[config.mk]
export PLATFORM = sky130hd
export DESIGN_NAME = vector_topk_engine
export DESIGN_NICKNAME = d
export VERILOG_FILES = /design/src/rtl/vtopk_pkg.sv /design/src/rtl/vtopk_insert.sv /design/src/rtl/vector_topk_engine.sv
export SDC_FILE = /design/constraint.sdc
export NUM_CORES = 2
export LEC_CHECK = 0
export ABC_AREA = 0
export BUFFER_PORTS_ARGS = -buffer_cell sky130_fd_sc_hd__clkbuf_2
export CAP_MARGIN = 40
export CELL_PAD_IN_SITES_DETAIL_PLACEMENT = 1
export CELL_PAD_IN_SITES_GLOBAL_PLACEMENT = 1
export CORE_MARGIN = 1.5
export CORE_UTILIZATION = 57
export DETAILED_ROUTE_END_ITERATION = 16
export GPL_TIMING_DRIVEN = 0
export HOLD_SLACK_MARGIN = 0.05
export PLACE_DENSITY_LB_ADDON = 0.1
export SLEW_MARGIN = 30
export SYNTH_ARGS = -nofsm -noshare
export SYNTH_HDL_FRONTEND = slang
export SYNTH_SLANG_ARGS = --single-unit
export TNS_END_PERCENT = 1
[constraint.sdc]
create_clock -name clk -period 29.6 [get_ports clk]
set_clock_uncertainty 0.05 [all_clocks]
set_input_delay 1.48 -clock clk [delete_from_list [all_inputs] [get_ports clk]]
set_output_delay 1.48 -clock clk [all_outputs]
set_load 0.05 [all_outputs]
[src/rtl/vtopk_pkg.sv]
// Shared types for the vector top-K engine: FSM states, score/id widths, list entry.
package vtopk_pkg;

  localparam int unsigned SCORE_W = 32;
  localparam int unsigned ID_W    = 10;

  typedef enum logic [2:0] {
    ST_IDLE   = 3'd0,
    ST_FETCH  = 3'd1,
    ST_DRAIN  = 3'd2,
    ST_INSERT = 3'd3,
    ST_DONE   = 3'd4
  } state_t;

  typedef struct packed {
    logic signed [SCORE_W-1:0] score;
    logic [ID_W-1:0]           id;
  } entry_t;

endpackage

[src/rtl/vtopk_insert.sv]
// Combinational K-slot shift-insert into a descending score list.
// Equal scores keep the incumbent ahead, so earlier ids win ties.
module vtopk_insert
  import vtopk_pkg::*;
#(
  parameter int unsigned K = 4
) (
  input  entry_t [K-1:0] i_list,
  input  logic [2:0]     i_count,
  input  entry_t         i_new,
  input  logic           i_en,
  output entry_t [K-1:0] o_list,
  output logic [2:0]     o_count
);

  int unsigned w_pos;

  // Rank = number of filled slots scoring >= the new entry; shift the tail down by one.
  always_comb begin
    w_pos   = 0;
    o_list  = i_list;
    o_count = i_count;
    for (int unsigned i = 0; i < K; i++) begin
      if (i < 32'(i_count) && ($signed(i_list[i].score) >= $signed(i_new.score))) begin
        w_pos = w_pos + 1;
      end
    end
    if (i_en && (w_pos < K)) begin
      if (w_pos == 0) o_list[0] = i_new;
      for (int unsigned i = 1; i < K; i++) begin
        if (i > w_pos) begin
          o_list[i] = i_list[i-1];
        end else if (i == w_pos) begin
          o_list[i] = i_new;
        end
      end
      if (32'(i_count) < K) o_count = i_count + 3'd1;
    end
  end

endmodule

[src/rtl/vector_topk_engine.sv]
// Scans int8 vectors in memory, scores each against a query buffer by dot product,
// and keeps the K best (score, id) pairs. Optional macro VTOPK_THRESHOLD_EN adds
// a min_score input below which scores are not inserted.
module vector_topk_engine
  import vtopk_pkg::*;
#(
  parameter int unsigned LANES  = 4,
  parameter int unsigned K      = 4,
  parameter int unsigned ADDR_W = 12,
  parameter int unsigned QWORDS = 64
) (
  input  logic                    clk,
  input  logic                    reset_n,
  input  logic                    clear,
  input  logic                    start_search,
  input  logic [9:0]              vector_count,
  input  logic [7:0]              dim_size,
  input  logic [ADDR_W-1:0]       vec_stride,
  input  logic                    q_wr_en,
  input  logic [5:0]              q_wr_addr,
  input  logic [8*LANES-1:0]      q_wr_data,
`ifdef VTOPK_THRESHOLD_EN
  input  logic signed [31:0]      min_score,
`endif
  output logic [ADDR_W-1:0]       mem_addr,
  input  logic [8*LANES-1:0]      mem_data,
  output logic [32*K-1:0]         topk_score,
  output logic [10*K-1:0]         topk_id,
  output logic [2:0]              topk_valid,
  output logic                    busy,
  output logic                    done
);

  localparam int unsigned WORD_W = 8 * LANES;
  localparam int unsigned QIDX_W = (QWORDS > 1) ? $clog2(QWORDS) : 1;
  localparam int unsigned WCNT_W = 9;

  state_t                    r_state, w_state_nxt;
  logic                      r_busy, w_busy_nxt;
  logic                      r_done, w_done_nxt;
  logic [9:0]                r_count;
  logic [7:0]                r_dim;
  logic [ADDR_W-1:0]         r_stride;
  logic [ADDR_W-1:0]         r_base;
  logic [ADDR_W-1:0]         r_mem_addr;
  logic [WCNT_W-1:0]         r_widx;
  logic [WCNT_W-1:0]         w_words;
  logic [WCNT_W-1:0]         w_didx;
  logic [9:0]                r_vid;
  logic signed [31:0]        r_acc;
  logic signed [31:0]        w_word_sum;
  logic signed [15:0]        w_a, w_b, w_p;
  logic [WORD_W-1:0]         r_query [QWORDS];
  logic [WORD_W-1:0]         w_qword;
  entry_t [K-1:0]            r_list, w_list_ins;
  logic [2:0]                r_valid, w_valid_ins;
  entry_t                    w_new;
  logic                      w_keep;
  logic                      w_start;

  assign w_start = (r_state == ST_IDLE) && start_search && !clear;
  assign w_didx  = r_widx - WCNT_W'(1);
  assign w_qword = r_query[QIDX_W'(w_didx)];

  // Words per vector: ceil(dim/LANES), with an empty vector still costing one word.
  always_comb begin
    w_words = WCNT_W'(1);
    if (r_dim != 8'd0) w_words = WCNT_W'((32'(r_dim) + LANES - 1) / LANES);
  end

  // Dot product of the returning memory word with the matching query word, masking lanes past dim.
  always_comb begin
    w_word_sum = '0;
    w_a        = '0;
    w_b        = '0;
    w_p        = '0;
    for (int unsigned l = 0; l < LANES; l++) begin
      w_a = {{8{mem_data[8*l+7]}}, mem_data[8*l +: 8]};
      w_b = {{8{w_qword[8*l+7]}}, w_qword[8*l +: 8]};
      w_p = w_a * w_b;
      if (32'(w_didx) * LANES + l < 32'(r_dim)) begin
        w_word_sum = w_word_sum + {{16{w_p[15]}}, w_p};
      end
    end
  end

`ifdef VTOPK_THRESHOLD_EN
  assign w_keep = (r_acc >= min_score);
`else
  assign w_keep = 1'b1;
`endif

  always_comb begin
    w_new       = '0;
    w_new.score = r_acc;
    w_new.id    = r_vid;
  end

  vtopk_insert #(.K(K)) u_insert (
    .i_list  (r_list),
    .i_count (r_valid),
    .i_new   (w_new),
    .i_en    (w_keep),
    .o_list  (w_list_ins),
    .o_count (w_valid_ins)
  );

  // FSM state and registered busy/done.
  always_ff @(posedge clk or negedge reset_n) begin
    if (!reset_n) begin
      r_state <= ST_IDLE;
      r_busy  <= 1'b0;
      r_done  <= 1'b0;
    end else begin
      r_state <= w_state_nxt;
      r_busy  <= w_busy_nxt;
      r_done  <= w_done_nxt;
    end
  end

  // Next state and next busy/done; clear wins over everything.
  always_comb begin
    w_state_nxt = r_state;
    case (r_state)
      ST_IDLE:   if (start_search) w_state_nxt = (vector_count == 10'd0) ? ST_DONE : ST_FETCH;
      ST_FETCH:  if (r_widx == w_words - WCNT_W'(1)) w_state_nxt = ST_DRAIN;
      ST_DRAIN:  w_state_nxt = ST_INSERT;
      ST_INSERT: w_state_nxt = (r_vid == r_count - 10'd1) ? ST_DONE : ST_FETCH;
      ST_DONE:   w_state_nxt = ST_IDLE;
      default:   w_state_nxt = ST_IDLE;
    endcase
    if (clear) w_state_nxt = ST_IDLE;
    w_busy_nxt = (w_state_nxt == ST_FETCH) || (w_state_nxt == ST_DRAIN) ||
                 (w_state_nxt == ST_INSERT);
    w_done_nxt = (w_state_nxt == ST_DONE);
  end

  // Search datapath: config latch, address generation, accumulation, list update.
  always_ff @(posedge clk or negedge reset_n) begin
    if (!reset_n) begin
      r_count    <= '0;
      r_dim      <= '0;
      r_stride   <= '0;
      r_base     <= '0;
      r_mem_addr <= '0;
      r_widx     <= '0;
      r_vid      <= '0;
      r_acc      <= '0;
      r_list     <= '0;
      r_valid    <= '0;
    end else if (clear) begin
      r_list  <= '0;
      r_valid <= '0;
    end else if (w_start) begin
      r_count    <= vector_count;
      r_dim      <= dim_size;
      r_stride   <= vec_stride;
      r_base     <= '0;
      r_mem_addr <= '0;
      r_widx     <= '0;
      r_vid      <= '0;
      r_acc      <= '0;
      r_list     <= '0;
      r_valid    <= '0;
    end else begin
      case (r_state)
        ST_FETCH: begin
          r_widx     <= r_widx + WCNT_W'(1);
          r_mem_addr <= r_base + ADDR_W'(r_widx) + ADDR_W'(1);
          r_acc      <= (r_widx == '0) ? 32'sd0 : r_acc + w_word_sum;
        end
        ST_DRAIN: r_acc <= r_acc + w_word_sum;
        ST_INSERT: begin
          r_list     <= w_list_ins;
          r_valid    <= w_valid_ins;
          r_vid      <= r_vid + 10'd1;
          r_base     <= r_base + r_stride;
          r_mem_addr <= r_base + r_stride;
          r_widx     <= '0;
        end
        default: ;
      endcase
    end
  end

  // Query buffer, writable only while idle.
  always_ff @(posedge clk or negedge reset_n) begin
    if (!reset_n) begin
      for (int unsigned i = 0; i < QWORDS; i++) r_query[i] <= '0;
    end else if (q_wr_en && !r_busy && (32'(q_wr_addr) < QWORDS)) begin
      r_query[QIDX_W'(q_wr_addr)] <= q_wr_data;
    end
  end

  for (genvar g = 0; g < int'(K); g++) begin : g_out
    assign topk_score[SCORE_W*g +: SCORE_W] = r_list[g].score;
    assign topk_id[ID_W*g +: ID_W]          = r_list[g].id;
  end

  assign mem_addr   = r_mem_addr;
  assign topk_valid = r_valid;
  assign busy       = r_busy;
  assign done       = r_done;

endmodule

# == Word-level counts from Yosys, hierarchy flattened ==
# Index checks and enable logic that the tools add are counted.
# op_classes
n_addsub,21
mul,4
n_lt_le_gt_ge,20
eq_ne,12
n_mux,48
bitwise_logic,3
reduce_logical,36
# op_table
cell,n
2048-bit bitwise mux,1
168-bit two-way mux,4
32-bit two-way mux,12
42-bit two-way mux,7
32-bit binary-select mux with 6-bit select,1
32-bit demux with 6-bit select,1
32-bit adder,4
32-bit greater-or-equal comparator,4
"32-bit by 1-bit adder with 32-bit output, second input constant",2
"2-bit by 32-bit == test with 1-bit output, first input constant",2
"2-bit by 32-bit greater-than comparator with 1-bit output, first input constant",2
8-bit by 8-bit multiplier with 16-bit output,4
32-bit one-hot mux with 2 select lines,1
12-bit by 8-bit less-than comparator with 1-bit output,3
12-bit two-way mux,3
"1-bit by 32-bit == test with 1-bit output, first input constant",1
"1-bit by 32-bit greater-than comparator with 1-bit output, first input constant",1
32-bit logical NOT,1
"32-bit by 3-bit less-than comparator with 1-bit output, second input constant",1
3-bit two-way mux,10
"11-bit by 2-bit adder with 12-bit output, second input constant",2
12-bit one-hot mux with 2 select lines,1
10-bit two-way mux,2
9-bit two-way mux,2
40 further kinds,72
# totals
ff_bits,2329
in_bits,105
output_inout_bits,185
elab_cells,228

# == Depth between registers and ports, before layout ==
# depth
word_depth,17
mapped_depth,72

# == Modules after synthesis ==
# Synthesis repeated with hierarchy kept, for this count alone.
# unflattened
hier_cells,9384
hier_area_um2,126082.2
# by_module_without_submodules
mod,n_inst,cells_per_inst,area_per_inst_um2
vector_topk_engine,1,8482,119873.7
vtopk_insert,1,902,6208.5

# == Worst setup path after synthesis ==
# No wires, ideal clock.
# synth_path
path_kind,register to register
start,reg r_widx[0]
end,reg r_acc[30]
setup_time_ns,0.133
arrival_time_ns,14.135
t_required_ns,29.417
setup_slack_ns,15.282
stages_incl_launch_ff,67
period_less_slack_ns,14.318
cell_sequence,dfrtp_1 -> buf_2 -> buf_6 -> clkbuf_1 -> buf_2 -> buf_2 -> inv_1 -> ha_1 -> buf_2 -> buf_2 -> clkbuf_1 -> clkbuf_1 -> buf_1 -> mux4_2 -> mux4_2 -> mux4_2 -> and2_1 -> fa_1 -> (+31 left out) -> a21o_1 -> ha_1 -> a211oi_1 -> o211ai_1 -> o21ai_0 -> a41o_1 -> o21ai_1 -> nor2b_1 -> o41ai_1 -> o21bai_1 -> xor2_1 -> mux2_2 -> ha_1 -> and3_1 -> a211o_1 -> a21oi_1 -> xor2_1 -> o21ai_0
# synth_between
elab_chain_cells,17
elab_cells_between_ends,28
# synth_rtl
item,line,text
"start, declared",vector_topk_engine.sv:46,logic [WCNT_W-1:0] r_widx;
"start signal, assigned",vector_topk_engine.sv:168,r_widx <= r_widx + WCNT_W'(1);
9-bit by 1-bit subtractor with 9-bit output,vector_topk_engine.sv:62,assign w_didx = r_widx - WCNT_W'(1);
6-bit inverter with 7-bit output (not written as such),vector_topk_engine.sv:63,assign w_qword = r_query[QIDX_W'(w_didx)];
32-bit binary-select mux with 6-bit select,vector_topk_engine.sv:63,
32-bit two-way mux (not written as such) (2 in series),vector_topk_engine.sv:63,
8-bit by 8-bit multiplier with 16-bit output,vector_topk_engine.sv:80,w_p = w_a * w_b;
32-bit two-way mux,vector_topk_engine.sv:81,if (32'(w_didx) * LANES + l < 32'(r_dim)) begin
32-bit adder,vector_topk_engine.sv:82,"w_word_sum = w_word_sum + {{16{w_p[15]}}, w_p};"
32-bit two-way mux,vector_topk_engine.sv:81,
32-bit adder,vector_topk_engine.sv:82,
32-bit two-way mux,vector_topk_engine.sv:81,
32-bit adder,vector_topk_engine.sv:82,
32-bit two-way mux,vector_topk_engine.sv:81,
32-bit adder,"vector_topk_engine.sv:170, vector_topk_engine.sv:172",
32-bit two-way mux,vector_topk_engine.sv:170,r_acc <= (r_widx == '0) ? 32'sd0 : r_acc + w_word_sum;
32-bit one-hot mux with 2 select lines (*),vector_topk_engine.sv:166,case (r_state)
32-bit two-way mux (*),vector_topk_engine.sv:154,end else if (w_start) begin
"end signal, assigned",vector_topk_engine.sv:170,
"end signal, assigned",vector_topk_engine.sv:172,ST_DRAIN: r_acc <= r_acc + w_word_sum;
"end, declared",vector_topk_engine.sv:50,logic signed [31:0] r_acc;
# Every way passes the cells marked *; elsewhere a longest branch is shown, timed or not. The select of a mux whose other input is x is not followed.
# A chain may end at the register's enable or synchronous reset.

# == Worst setup path in the final report ==
# Same ends and word-level chain as after synthesis.

==> results.toml <==
[synth]
synthCells = 9120
ys_top_cells_by_count = "dfrtp_1, mux2_2, mux4_2, nand2_1, clkbuf_1"
synth_nets = 9842
synth_seq_area_share_pct = 46.8
ys_ff_latch = 2329
synthTopCellsByArea = "dfrtp_1, mux2_2, mux4_2, ha_1, fa_1"
yosysWarnings = 0
async_flop_share_pct = 100
synth_edf_count = 0
synth_most_common_cell = "dfrtp_1"
synth_top_cell_by_area = "dfrtp_1"
avgSynthCellArea_sq_um = 13.6
synth_area_sq_um = 124000
synth_cell_types = 81
synth_top_area_share_pct = 46.8
ys.flop_type = "dfrtp_1"

[route]
dr.pass1.iters = 5
avgViaCountPerCell = 7.08
drcViolationCount = 0
ant_nets = 0
routed_wl_um = 524000
wl_per_cell_um = 40.4
drtIter0Drc = 10000
vias = 91900

[final_layout]
synthToLayoutAreaGrowth_pct = 14.6
design_area_sq_um = 143000
finalNetCount = 10600
fin_cells = 13000
seqCellArea_sq_um = 58300
final_layout_size_suffix_gt1_share_pct = 39.1
multi_input_area_sq_um = 62100
nFillCells = 19800

[placed_design]
port_buffers = 255
preCtsSetupSlack_ns = 10.26
globalplace.congestion = 0.968
dp_cells = 12400
postPlaceCellArea_sq_um = 134000
dp_hpwl_um = 357000

[floorplan]
ioPinCount = 290
rows = 171
die_h_um = 470
die_w_um = 470
dieArea_sq_um = 221000
placeableCoreArea_sq_um = 217000
initial_core_util_pct = 57.4

[critical_path]
endpoint_kind = "flip-flop"
cpMaxStageDelayCell = "buf_2"
cp-start-kind = "flip-flop"
cp.arrival_ns = 20.72
r2r_cells = 66
rrSetupSlack_ns = 9.60
critPathMostFrequentCell = "buf_2"
rr_endpoint = "r_acc[30]$_DFFE_PN0P_"
slowest_delay_ns = 0.82
path_max_fanout = 10
critPathKind = "flip-flop to flip-flop"
rr_startpoint = "r_widx[0]$_DFFE_PN0P_"
cp.required_ns = 30.32

[clock_network]
post_cts_buffers = 0
cts_tree = "built"
root_buffer = "clkbuf_16"
cts-hold-fix-buffers = 0
max-clock-path-buffers = 3
cts.clk_slew.worst_paths_ns = 0.06
cts.repair.resized = 0
cts_buffers = 237
htreeDepth = 4
cts_num_sinks = 2329
insertion_delay_ns = 0.96

[run]
maxCapViolCount = 0

[sta]
finalSetupViolCount = 0
fin_ws_ns = 9.60
fin_crit_ns = 20.00
fmax_mhz = 50.0
slew_headroom_pct = 27.1
finalSetupTns_ns = 0
worstMarginPinSlew_ns = 1.09
rsz0062_at_grt = "false"
period_share_pct = 67.6
slew_violations = 0
hold_viol_final = 0

[grt]
grt_pass1_wl_um = 746000
grtUsageTotal_pct = 47.6
grt-ovfl-total = 0
grt_max_degree = 88
grt_pass1_vias = 98800
antenna_found_initial = 63

[min_path]
hp-start = "mem_addr[2]$_DFFE_PN0P_"
worstHoldPathCells = 2
hold_path_end = "mem_addr[2]$_DFFE_PN0P_"
hold_class = "flip-flop to flip-flop"

[run_status]
outcome = "finished, final reports clean"
## worst max-delay path by stage
stage	from	to	slack, ns	cells past startpoint
5_1_grt	r_widx[0]$_DFFE_PN0P_	r_acc[30]$_DFFE_PN0P_	8.79	66
4_1_cts	r_widx[0]$_DFFE_PN0P_	r_acc[30]$_DFFE_PN0P_	10.05	66
3_3_place_gp	reset_n	r_query[1998]$_DFFE_PN0P_	-29.49	1
6_report	r_widx[0]$_DFFE_PN0P_	r_acc[30]$_DFFE_PN0P_	9.60	66
3_5_place_dp	r_widx[0]$_DFFE_PN0P_	r_acc[30]$_DFFE_PN0P_	10.26	66
2_1_floorplan	r_widx[0]$_DFFE_PN0P_	r_acc[30]$_DFFE_PN0P_	15.28	66
## worst max-delay path, delay by kind of cell (launching register included)
kind                       cells  cell delay [ns]
AOI/OAI and AO/OA             23             5.54
xor gates and xnor gates       3             0.53
adders and majority gates     10             4.41
buffers and inverters         17             6.11
DFF                            1             0.45
muxes                          2             0.90
and+or+nand+nor               11             1.72
## cells in the final DEF (no fill, tap or decap), drive strengths merged, types with 8 or more instances in the layout
cell	netlist	routed
dfrtp	2329	2329
mux2	2075	2075
clkbuf	420	1033
mux4	670	670
buf	283	540
nand2	426	426
inv	400	409
ha	386	386
nor2	241	241
fa	231	231
and2	202	202
a21oi	194	194
o21ai	166	166
xnor2	149	149
a21o	109	109
nand4	88	88
a22o	67	67
xor2	67	67
clkinv	1	63
o211ai	52	52
nand2b	46	46
nor3	44	44
diode	0	43
o2bb2ai	43	43
a221o	42	42
o21bai	40	40
o21a	39	39
nor2b	38	38
o31ai	36	36
nand3	32	32
a31oi	22	22
o31a	19	19
bufinv	0	19
or3	17	17
or2	17	17
and3	16	16
a211oi	16	16
nor4	13	13
nand3b	8	8
## state kept, by name (all words and copies together) (netlist names)
| name | flops |
|---|---|
| busy | 1 |
| done | 1 |
| mem_addr | 12 |
| r_acc | 32 |
| r_base | 12 |
| r_count | 10 |
| r_dim | 8 |
| r_query | 2048 |
| r_state | 3 |
| r_stride | 12 |
| r_vid | 10 |
| r_widx | 9 |
| topk_id | 40 |
| topk_score | 128 |
| topk_valid | 3 |
## through the flow
| stage | utilization [%] | hold WS, ns |
|---|---|---|
| 2_1_floorplan | - | 0.402 |
| 3_3_place_gp | 59.6 | 0.411 |
| 3_5_place_dp | 61.7 | 0.436 |
| 4_1_cts | 65.4 | 0.447 |
| 5_1_grt | 65.7 | 0.460 |
| 6_report | 65.8 | 0.443 |
## layer usage
metal / global-route usage [%] / wire, um / vias up
met5: 0.281 / 474 / -
met4: 41.4 / 56000 / 54
met3: 17.6 / 59300 / 2551
met2: 70.5 / 232000 / 6641
met1: 54.5 / 176000 / 48000
li1: - / - / 34700
## layout make-up
class / instances / area share [%]
Antenna cell: 43 / 0.0754
Timing Repair Buffer: 522 / 4.20
Inverter: 401 / 1.06
Tap cell: 2854 / 2.50
Clock buffer: 349 / 4.87
Buffer: 703 / 2.09
Clock inverter: 92 / 0.855
Multi-Input combinational cell: 5687 / 43.5
Sequential cell: 2329 / 40.9
## logic make-up (layout without fill, tap and decap cells)
group	Yosys count	after routing	synth area share [%]
compound gates	899	899	4.98
buf+inv	1104	2067	3.42
xor+xnor	217	217	1.54
flops	2329	2329	46.8
fa+ha+maj	617	617	7.60
mux	2748	2748	30.9
simple gates	1206	1206	4.69
other cells	0	43	0
Power is left out: the tool's default activity adds up to more than one toggle a clock period on the data nets, which glitch-free logic cannot reach.
